**src/rtl/game_mode_ctrl_if.sv**
```systemverilog
// Button, play-logic and display-facing signals of the game flow controller.
// The master side is whatever drives the buttons and consumes mode/start.
interface game_mode_ctrl_if;
  logic       btn_up;
  logic       btn_down;
  logic       btn_enter;
  logic       game_over;
  logic [2:0] mode;
  logic       btn_mode_sel;
  logic       game_start;

  modport master (
    output btn_up, btn_down, btn_enter, game_over,
    input  mode, btn_mode_sel, game_start
  );

  modport slave (
    input  btn_up, btn_down, btn_enter, game_over,
    output mode, btn_mode_sel, game_start
  );
endinterface

```
**src/rtl/game_mode_ctrl.sv**
```systemverilog
// Game flow controller: debounces the three player buttons, keeps the start-menu
// cursor and sequences start screen -> play -> game over -> start screen.
module game_mode_ctrl #(
  parameter int DEBOUNCE_CYC  = 250000,
  parameter int GAMEOVER_HOLD = 50000000,
  parameter int CNT_W         = 26
) (
  input  logic             clk,
  input  logic             rst_n,
  game_mode_ctrl_if.slave  bus
);

  localparam logic [2:0] MODE0 = 3'd0;
  localparam logic [2:0] MODE1 = 3'd1;
  localparam logic [2:0] MODE2 = 3'd2;
  localparam logic [2:0] MODE3 = 3'd3;

  localparam logic [CNT_W-1:0] DEB_LAST = CNT_W'(DEBOUNCE_CYC - 1);
  localparam logic [CNT_W-1:0] HOLD_MAX = CNT_W'(GAMEOVER_HOLD);

  // Bit order everywhere: [0] up, [1] down, [2] enter.
  logic [2:0]            raw;
  logic [2:0]            sync1_q, sync2_q;
  logic [2:0]            deb_q, deb_d, deb_prev_q, press_q;
  logic [2:0][CNT_W-1:0] cnt_q, cnt_d;

  logic [2:0]            mode_q, mode_d;
  logic                  sel_q, sel_d;
  logic [CNT_W-1:0]      hold_q, hold_d;

  assign raw = {bus.btn_enter, bus.btn_down, bus.btn_up};

  always_comb begin
    deb_d = deb_q;
    cnt_d = '0;
    for (int i = 0; i < 3; i++) begin
      if (sync2_q[i] != deb_q[i]) begin
        if (cnt_q[i] == DEB_LAST) begin
          deb_d[i] = sync2_q[i];
        end else begin
          cnt_d[i] = cnt_q[i] + CNT_W'(1);
        end
      end
    end
  end

  always_ff @(posedge clk or negedge rst_n) begin
    if (!rst_n) begin
      sync1_q    <= '0;
      sync2_q    <= '0;
      deb_q      <= '0;
      deb_prev_q <= '0;
      press_q    <= '0;
      cnt_q      <= '0;
    end else begin
      sync1_q    <= raw;
      sync2_q    <= sync1_q;
      deb_q      <= deb_d;
      cnt_q      <= cnt_d;
      deb_prev_q <= deb_q;
      // Rising edges only: a release never produces an event.
      press_q    <= deb_q & ~deb_prev_q;
    end
  end

  always_comb begin
    mode_d = mode_q;
    sel_d  = sel_q;
    hold_d = '0;
    case (mode_q)
      MODE0: begin
        if (press_q[2]) begin
          mode_d = sel_q ? MODE1 : MODE2;
        end else if (press_q[0] && !press_q[1]) begin
          sel_d = 1'b1;
        end else if (press_q[1] && !press_q[0]) begin
          sel_d = 1'b0;
        end
      end
      MODE1, MODE2: begin
        if (bus.game_over) begin
          mode_d = MODE3;
        end
      end
      MODE3: begin
        // Enter is only honoured once the hold time has fully elapsed.
        hold_d = (hold_q == HOLD_MAX) ? hold_q : hold_q + CNT_W'(1);
        if (press_q[2] && hold_q == HOLD_MAX) begin
          mode_d = MODE0;
          sel_d  = 1'b1;
        end
      end
      default: mode_d = MODE0;
    endcase
  end

  always_ff @(posedge clk or negedge rst_n) begin
    if (!rst_n) begin
      mode_q <= MODE0;
      sel_q  <= 1'b1;
      hold_q <= '0;
    end else begin
      mode_q <= mode_d;
      sel_q  <= sel_d;
      hold_q <= hold_d;
    end
  end

  assign bus.mode         = mode_q;
  assign bus.btn_mode_sel = sel_q;
  assign bus.game_start   = (mode_q == MODE0) && press_q[2];

endmodule

```
**src/flat_wrapper.sv**
```systemverilog
// flat-port wrapper written by rule: the top's interface ports become plain ports
module game_mode_ctrl_flat 
#(
  parameter int DEBOUNCE_CYC  = 250000,
  parameter int GAMEOVER_HOLD = 50000000,
  parameter int CNT_W         = 26
)
  (clk, rst_n, bus_btn_up, bus_btn_down, bus_btn_enter, bus_game_over, bus_mode, bus_btn_mode_sel, bus_game_start);
  game_mode_ctrl_if bus_i ();
  input  logic clk;
  input  logic rst_n;
  input wire logic [$bits(bus_i.btn_up)-1:0] bus_btn_up;
  input wire logic [$bits(bus_i.btn_down)-1:0] bus_btn_down;
  input wire logic [$bits(bus_i.btn_enter)-1:0] bus_btn_enter;
  input wire logic [$bits(bus_i.game_over)-1:0] bus_game_over;
  output wire logic [$bits(bus_i.mode)-1:0] bus_mode;
  output wire logic [$bits(bus_i.btn_mode_sel)-1:0] bus_btn_mode_sel;
  output wire logic [$bits(bus_i.game_start)-1:0] bus_game_start;
  assign bus_i.btn_up = bus_btn_up;
  assign bus_i.btn_down = bus_btn_down;
  assign bus_i.btn_enter = bus_btn_enter;
  assign bus_i.game_over = bus_game_over;
  assign bus_mode = bus_i.mode;
  assign bus_btn_mode_sel = bus_i.btn_mode_sel;
  assign bus_game_start = bus_i.game_start;
  game_mode_ctrl #(.DEBOUNCE_CYC(DEBOUNCE_CYC), .GAMEOVER_HOLD(GAMEOVER_HOLD), .CNT_W(CNT_W)) u_core (.clk(clk), .rst_n(rst_n), .bus(bus_i));
endmodule
```
**config.mk**
```make
export PLATFORM = sky130hd
export DESIGN_NAME = game_mode_ctrl_flat
export DESIGN_NICKNAME = d
export VERILOG_FILES = /design/src/rtl/game_mode_ctrl_if.sv /design/src/rtl/game_mode_ctrl.sv /design/src/flat_wrapper.sv
export SDC_FILE = /design/constraint.sdc
export NUM_CORES = 1
export LEC_CHECK = 0
export BUFFER_PORTS_ARGS = -buffer_cell sky130_fd_sc_hd__buf_2
export CAP_MARGIN = 10
export CORE_ASPECT_RATIO = 0.7
export CORE_MARGIN = 10
export CORE_UTILIZATION = 60
export DETAILED_ROUTE_END_ITERATION = 16
export PLACE_DENSITY = 0.77
export SETUP_SLACK_MARGIN = 0.02
export SLEW_MARGIN = 20
export SYNTH_ARGS = -nofsm -noshare
export SYNTH_HDL_FRONTEND = slang
export SYNTH_SLANG_ARGS = --single-unit
```
**constraint.sdc**
```tcl
create_clock -name clk -period 6.6 [get_ports clk]
set_input_delay 0.66 -clock clk [delete_from_list [all_inputs] [get_ports clk]]
set_output_delay 0.66 -clock clk [all_outputs]
set_load 0.01 [all_outputs]
```
==> impl_metrics.tcl, run 1 <==
set metrics [dict create \
    synth_xor_area_share_pct 7.368 \
    start_util_pct 62.12 \
    cellPowerDensity_nw_per_um2 255.1 \
    crit_path_max_fanout 17 \
    antenna_found_initial 0 \
    setup_violations 0 \
    synth.most_common_cell "dfrtp_1" \
    drtIter0Drc 322 \
    synthCells 624 \
    syn_area_per_cell_um2 9.715 \
    io_buffers 9 \
    postCtsSetupRepairBufs 0 \
    grt_overflow 0 \
    pwr-share-clk_pct 54.3 \
    cts_buffers 17 \
    finalCriticalPeriod_ns 2.367 \
    placedCellCount 742 \
    whs_ns 0.2843 \
    cap_violations 0 \
    fp-row-count 30 \
    clock_sinks 122 \
    fin_ws_ns 4.233 \
    antennaDiodeCount 0 \
    final_cell_area_um2 6844 \
    synth_top_cell_by_area "dfrtp_1" \
    synth-seq-area-share_pct 50.38 \
    cts_root_buf "clkbuf_16" \
    tightestPinTransition_ns 0.9435 \
    internal-power_mw 1.386 \
    firstDrtPassIters 5 \
    synth_compound_area_share_pct 11.21 \
    reg2regPathDepth 6 \
    grt_pass1_wl_um 21860 \
    crit_type "flip-flop to flip-flop" \
    die_h_um 104.1 \
    ios 11 \
    final.setup.tns_ns 0 \
    placed_area_um2 6230 \
    synth_area_leaders "dfrtp_1 50%, xnor2_1 4.3%, a21oi_1 4.1%" \
    clockBufferDepth 2 \
    grt.total_usage_pct 17.69 \
    cp.arrival_ns 2.65 \
    seq_area_um2 3054 \
    yosys.cell_types.count 45 \
    ctsHoldBuffers 0 \
    power_frac_comb_pct 2.1 \
    vias_per_cell 6.118 \
    start_kind "flip-flop" \
    finalPower_mw 1.746 \
    fin_nets 646 \
    max-slew-margin-rel_pct 37.03 \
    seqPwrFrac_pct 43.6 \
    grt_max_degree 72 \
    synth-adder-area-share_pct 1.445 \
    async_flop_share_pct 100.0 \
    synth-seq-cells 122 \
    path_cells "ha_1, nand3_1, nand4b_1, o41ai_4, buf_4, a21oi_1" \
    final_cells 774 \
    rsz0062_at_grt "false" \
    syn_to_final_growth_pct 12.90 \
    yosys.area_share.simple_pct 25.78 \
    gp_congestion 0.8739 \
    finish.utilization_pct 70.13 \
    synth_top_cells_by_count "121 x dfrtp_1, 60 x nor2_1, 50 x a21oi_1" \
    slowest_delay_ns 0.65 \
    synth_top_area_share_pct 49.95 \
    cts_resized 0 \
    vias 4735 \
    htree_levels 4 \
    final-hold-violation-count 0 \
    fin_skew_ns 0.007571 \
    hold_path_class "input pin to asynchronous set/reset pin" \
    cp-end-kind "flip-flop" \
    synth_top_family_by_area "simple AND/OR/NAND/NOR gates" \
    cts_tree "done" \
    clkTransAtPathRegs_ns 0.05 \
    peakVddDrop_uv 167.3 \
    synth_edf_count 0 \
    required_ns 6.88 \
    drt-total-wl_um 12470 \
    syn_area_um2 6062 \
    drcViolationCount 0 \
    muxShareOfSynthArea_pct 0.5573 \
    nFillCells 698 \
    synthesis.nets 637 \
    postRouteAntennaNets 0 \
    yosys_most_used_dff "dfrtp_1" \
    worstSkewPairLatency_ns 0.41 \
    die_x_um 140.1 \
    grt_pass1_vias 4628 \
    die_area_um2 14590 \
    swShare_pct 20.64 \
    p_switching_mw 0.3604 \
    status "finished clean" \
    wire_per_inst_um 16.11 \
    synth_warnings 0 \
    core_area_um2 9759 \
    multi_input_area_um2 2844 \
    slew_violations 0 \
    crit_slowest_cell "o41ai_4" \
    fin_crit_sh_pct 35.87 \
    timing.fmax_mhz 422.4 \
    pre_cts_ws_ns 4.263 \
    drive_gt1_share_pct 8.978 \
    p_leak_nw 2.725 \
    hpwl_um 8071 \
]
registers in the layout (all words and copies together), names as in the netlist:
register	count
u_core.sync2_q	3
u_core.bus.btn_mode_sel	1
u_core.deb_q	3
u_core.press_q	3
u_core.sync1_q	3
u_core.cnt_q	78
u_core.hold_q	26
u_core.deb_prev_q	3
u_core.bus.mode	2
worst max-delay path: cells and delay by family, from the launching register on:
kind / cells / cell delay [ns]
buf+inv: 1 / 0.33
compound gates: 2 / 0.73
simple gates: 2 / 0.59
fa+ha+maj: 1 / 0.20
flops: 1 / 0.39
cells in the final DEF, fill, tap and decap left out, types with 19 or more instances in the layout:
cell type and count:
dfrtp_1 121, nor2_1 60, a21oi_1 50, nand3_1 37, nand2_1 32, o21ai_0 31, xnor2_1 30, or3_1 29
inv_1 25, nand4_1 25, or4_1 25, xor2_1 21, o31ai_1 19
final timing paths:
check,from,endpoint,slack [ns]
worst max-delay path,u_core.cnt_q[0],u_core.cnt_q[21],4.23
worst min-delay path,rst_n,u_core.cnt_q[11],0.28
worst max register to register,u_core.cnt_q[0],u_core.cnt_q[21],4.23
worst min register to register,u_core.sync1_q[0],u_core.sync2_q[0],0.35
max in group asynchronous,rst_n,u_core.cnt_q[26],5.02
min in group clk,u_core.sync1_q[0],u_core.sync2_q[0],0.35
per-layer routing:
metal | part of all wire, % | global-route usage [%]
met5 | 0 | 0
met2 | 47 | 27.25
met1 | 49 | 23.00
met3 | 3.5 | 5.611
met4 | 0.96 | 5.809
area by class of cell:
type | instances | area share [%]
Clock buffer | 21 | 6.874
Clock inverter | 11 | 2.102
Inverter | 25 | 1.371
Multi-Input combinational cell | 454 | 41.55
Sequential cell | 122 | 44.63
Tap cell | 128 | 2.340
Timing Repair Buffer | 13 | 1.133
power by group through the flow:
stage	clock [mW]	sequential, mW	combinational (mW)
floorplan	0	0.772	0.0160
global placement	0	0.773	0.0363
detailed placement	0	0.774	0.0376
CTS	0.963	0.761	0.0377
global route	1.00	0.761	0.0429
finish	0.948	0.761	0.0364
cell families (layout without fill, tap and decap cells):
| group | Yosys count | count (layout) |
|---|---|---|
| buffers and inverters | 48 | 70 |
| muxes | 3 | 3 |
| xor gates and xnor gates | 51 | 51 |
| adders and majority gates | 7 | 7 |
| other | 1 | 1 |
| DFF | 122 | 122 |
| and+or+nand+nor | 278 | 278 |
| AOI/OAI and AO/OA | 114 | 114 |
(Power assumes the default switching activity.)
==> run 2, diff against run 1 <==
--- a/config.mk
+++ b/config.mk
@@ -9,9 +9,9 @@
 export CAP_MARGIN = 10
 export CORE_ASPECT_RATIO = 0.7
 export CORE_MARGIN = 10
-export CORE_UTILIZATION = 60
+export CORE_UTILIZATION = 57
 export DETAILED_ROUTE_END_ITERATION = 16
-export PLACE_DENSITY = 0.77
+export PLACE_DENSITY = 0.76
 export SETUP_SLACK_MARGIN = 0.02
 export SLEW_MARGIN = 20
 export SYNTH_ARGS = -nofsm -noshare
==> constraint.sdc (replaced) <==
create_clock -name clk -period 2.05 [get_ports clk]
set_input_delay 0.205 -clock clk [delete_from_list [all_inputs] [get_ports clk]]
set_output_delay 0.205 -clock clk [all_outputs]
set_load 0.01 [all_outputs]
==> run 2 against run 1 <==
- sequential share of layout area shrank 2.5 points
- worst hold slack improved by 0.034 ns
- cell area rose by 6.0%
- setup slack worse by 4.1 ns
- global-route usage is 1.4 points higher
- cell count rose by 5.8%
- sequential power grew to 3.2 times the previous value
- highest routed layer unchanged
==> impl_metrics.tcl, run 2 (synthesized netlist as in run 1, its figures left out) <==
set metrics [dict create \
    clkTransAtPathRegs_ns 0.06 \
    firstDrtPassIters 5 \
    drt-total-wl_um 13740 \
    die_h_um 106.3 \
    rsz0062_at_grt "true" \
    cp-end-kind "flip-flop" \
    swShare_pct 22.51 \
    power_frac_comb_pct 2.6 \
    start_util_pct 58.54 \
    fin_skew_ns 0.008498 \
    wire_per_inst_um 16.78 \
    htree_levels 4 \
    largest_reg_flops 78 \
    final_cell_area_um2 7252 \
    p_leak_nw 2.932 \
    max-slew-margin-rel_pct 63.09 \
    grt_pass1_vias 5011 \
    cts_root_buf "clkbuf_16" \
    grt_pass1_wl_um 23930 \
    pwr-share-clk_pct 53.7 \
    layout_common_cells "120 x dfrtp_1, 60 x nor2_1, 49 x a21oi_1" \
    final_common_cell "dfrtp_1" \
    final-hold-violation-count 0 \
    fin_nets 687 \
    slowest_delay_ns 0.45 \
    status "finished clean" \
    top_register "u_core.cnt_q" \
    p_switching_mw 1.261 \
    peakVddDrop_uv 687.8 \
    slew_violations 0 \
    internal-power_mw 4.339 \
    fp-row-count 31 \
    reg_top3 "u_core.cnt_q: 78 flops, u_core.hold_q: 26 flops" \
    cap_violations 0 \
    crit_type "flip-flop to flip-flop" \
    die_x_um 143.3 \
    io_buffers 9 \
    required_ns 2.33 \
    fin_crit_sh_pct 95.57 \
    antennaDiodeCount 0 \
    cts_buffers 17 \
    hold_path_class "input pin to asynchronous set/reset pin" \
    vias_per_cell 6.226 \
    die_area_um2 15230 \
    grt.total_usage_pct 19.07 \
    path_cells "nor4_1, nand4b_1, o41ai_4, buf_12, a21oi_1" \
    crit_path_max_fanout 26 \
    clockBufferDepth 2 \
    vias 5099 \
    tightestPinTransition_ns 0.5536 \
    drive_gt1_share_pct 16.16 \
    placed_area_um2 6518 \
    cellPowerDensity_nw_per_um2 772.2 \
    finish.utilization_pct 70.03 \
    grt_max_degree 42 \
    start_kind "flip-flop" \
    crit_slowest_cell "o41ai_4" \
    cp.arrival_ns 2.24 \
    drcViolationCount 0 \
    postRouteAntennaNets 0 \
    syn_to_final_growth_pct 19.63 \
    hpwl_um 9074 \
    ios 11 \
    whs_ns 0.3183 \
    antenna_found_initial 0 \
    seqPwrFrac_pct 43.7 \
    finalCriticalPeriod_ns 1.959 \
    cts_tree "done" \
    clock_sinks 122 \
    gp_congestion 0.8582 \
    setup_violations 0 \
    drtIter0Drc 329 \
    worstSkewPairLatency_ns 0.41 \
    timing.fmax_mhz 510.4 \
    grt_overflow 0 \
    core_area_um2 10360 \
    nFillCells 740 \
]
==> run 2: changes by cell type in the layout (fill, tap and decap cells not counted), moves of 3 or more <==
cell / delta
or4_4: +4
dlygate4sd3_1: +4
buf_4: +33
buf_12: +3
or4_1: -4
==> run 2: layout make-up <==
| cell class | instances | area (um^2) | area share, % |
|---|---|---|---|
| repair buffers | 53 | 425.4 | 5.866 |
| inverters | 25 | 93.84 | 1.294 |
| well taps | 132 | 165.2 | 2.277 |
| multi-input cells | 455 | 2915 | 40.20 |
| flip-flops and latches | 122 | 3055 | 42.13 |
| clock inverters | 13 | 143.9 | 1.984 |
| clock buffers | 19 | 452.9 | 6.246 |
==> run 2: worst paths after layout <==
check	from	endpoint	slack, ns	cells past startpoint
max	u_core.cnt_q[22]	u_core.cnt_q[25]	0.09	5
min	rst_n	u_core.cnt_q[23]	0.32	2
max reg2reg	u_core.cnt_q[22]	u_core.cnt_q[25]	0.09	5
min reg2reg	u_core.sync1_q[0]	u_core.sync2_q[0]	0.35	0
max in group asynchronous	rst_n	u_core.cnt_q[41]	1.12	3
min in group clk	bus_game_over	u_core.bus.mode[0]	0.32	4
==> run 2: repair_timing <==
| action | 4_1_cts | 5_1_grt |
|---|---|---|
| hold endpoints to repair | 40 | 0 |
| gates cloned | 0 | 1 |
| endpoints found under the setup margin | 5 | 65 |
| hold buffers | 4 | 0 |
| resized for setup | 1 | 12 |
| buffers inserted | 0 | 4 |
| pin swaps | 0 | 9 |
==> run 2: through the flow <==
stage	total power [mW]	setup slack [ns]	setup TNS (ns)	instances
2_1_floorplan	2.540	0.02001	0	624
3_3_place_gp	2.623	0.07507	0	778
3_5_place_dp	2.631	-0.02300	-0.03925	778
4_1_cts	5.628	0.02433	0	814
5_1_grt	5.770	0.003540	0	819
6_report	5.600	0.09081	0	819
==> run 2: power by group through the flow <==
stage               combinational, mW  sequential, mW  clock (mW)
global placement                0.134            2.49           0
global route                    0.164            2.45        3.15
finish                          0.144            2.45        3.01
CTS                             0.148            2.45        3.03
floorplan                      0.0526            2.49           0
detailed placement              0.140            2.49           0
==> run 2: critical path, delay by kind of cell (launching register included) <==
kind | cells | cell delay [ns]
and+or+nand+nor | 2 | 0.68
AOI/OAI and AO/OA | 2 | 0.51
buffers and inverters | 1 | 0.22
DFF | 1 | 0.41
==> run 2: per-layer routing <==
layer  vias to the layer above  GRT usage [%]  share of wire [%]
met4                         0          6.759                1.3
met5                         -              0                  0
li1                       2394              -                  -
met1                      2560          25.38                 47
met3                        21          3.868                3.6
met2                       124          30.43                 48
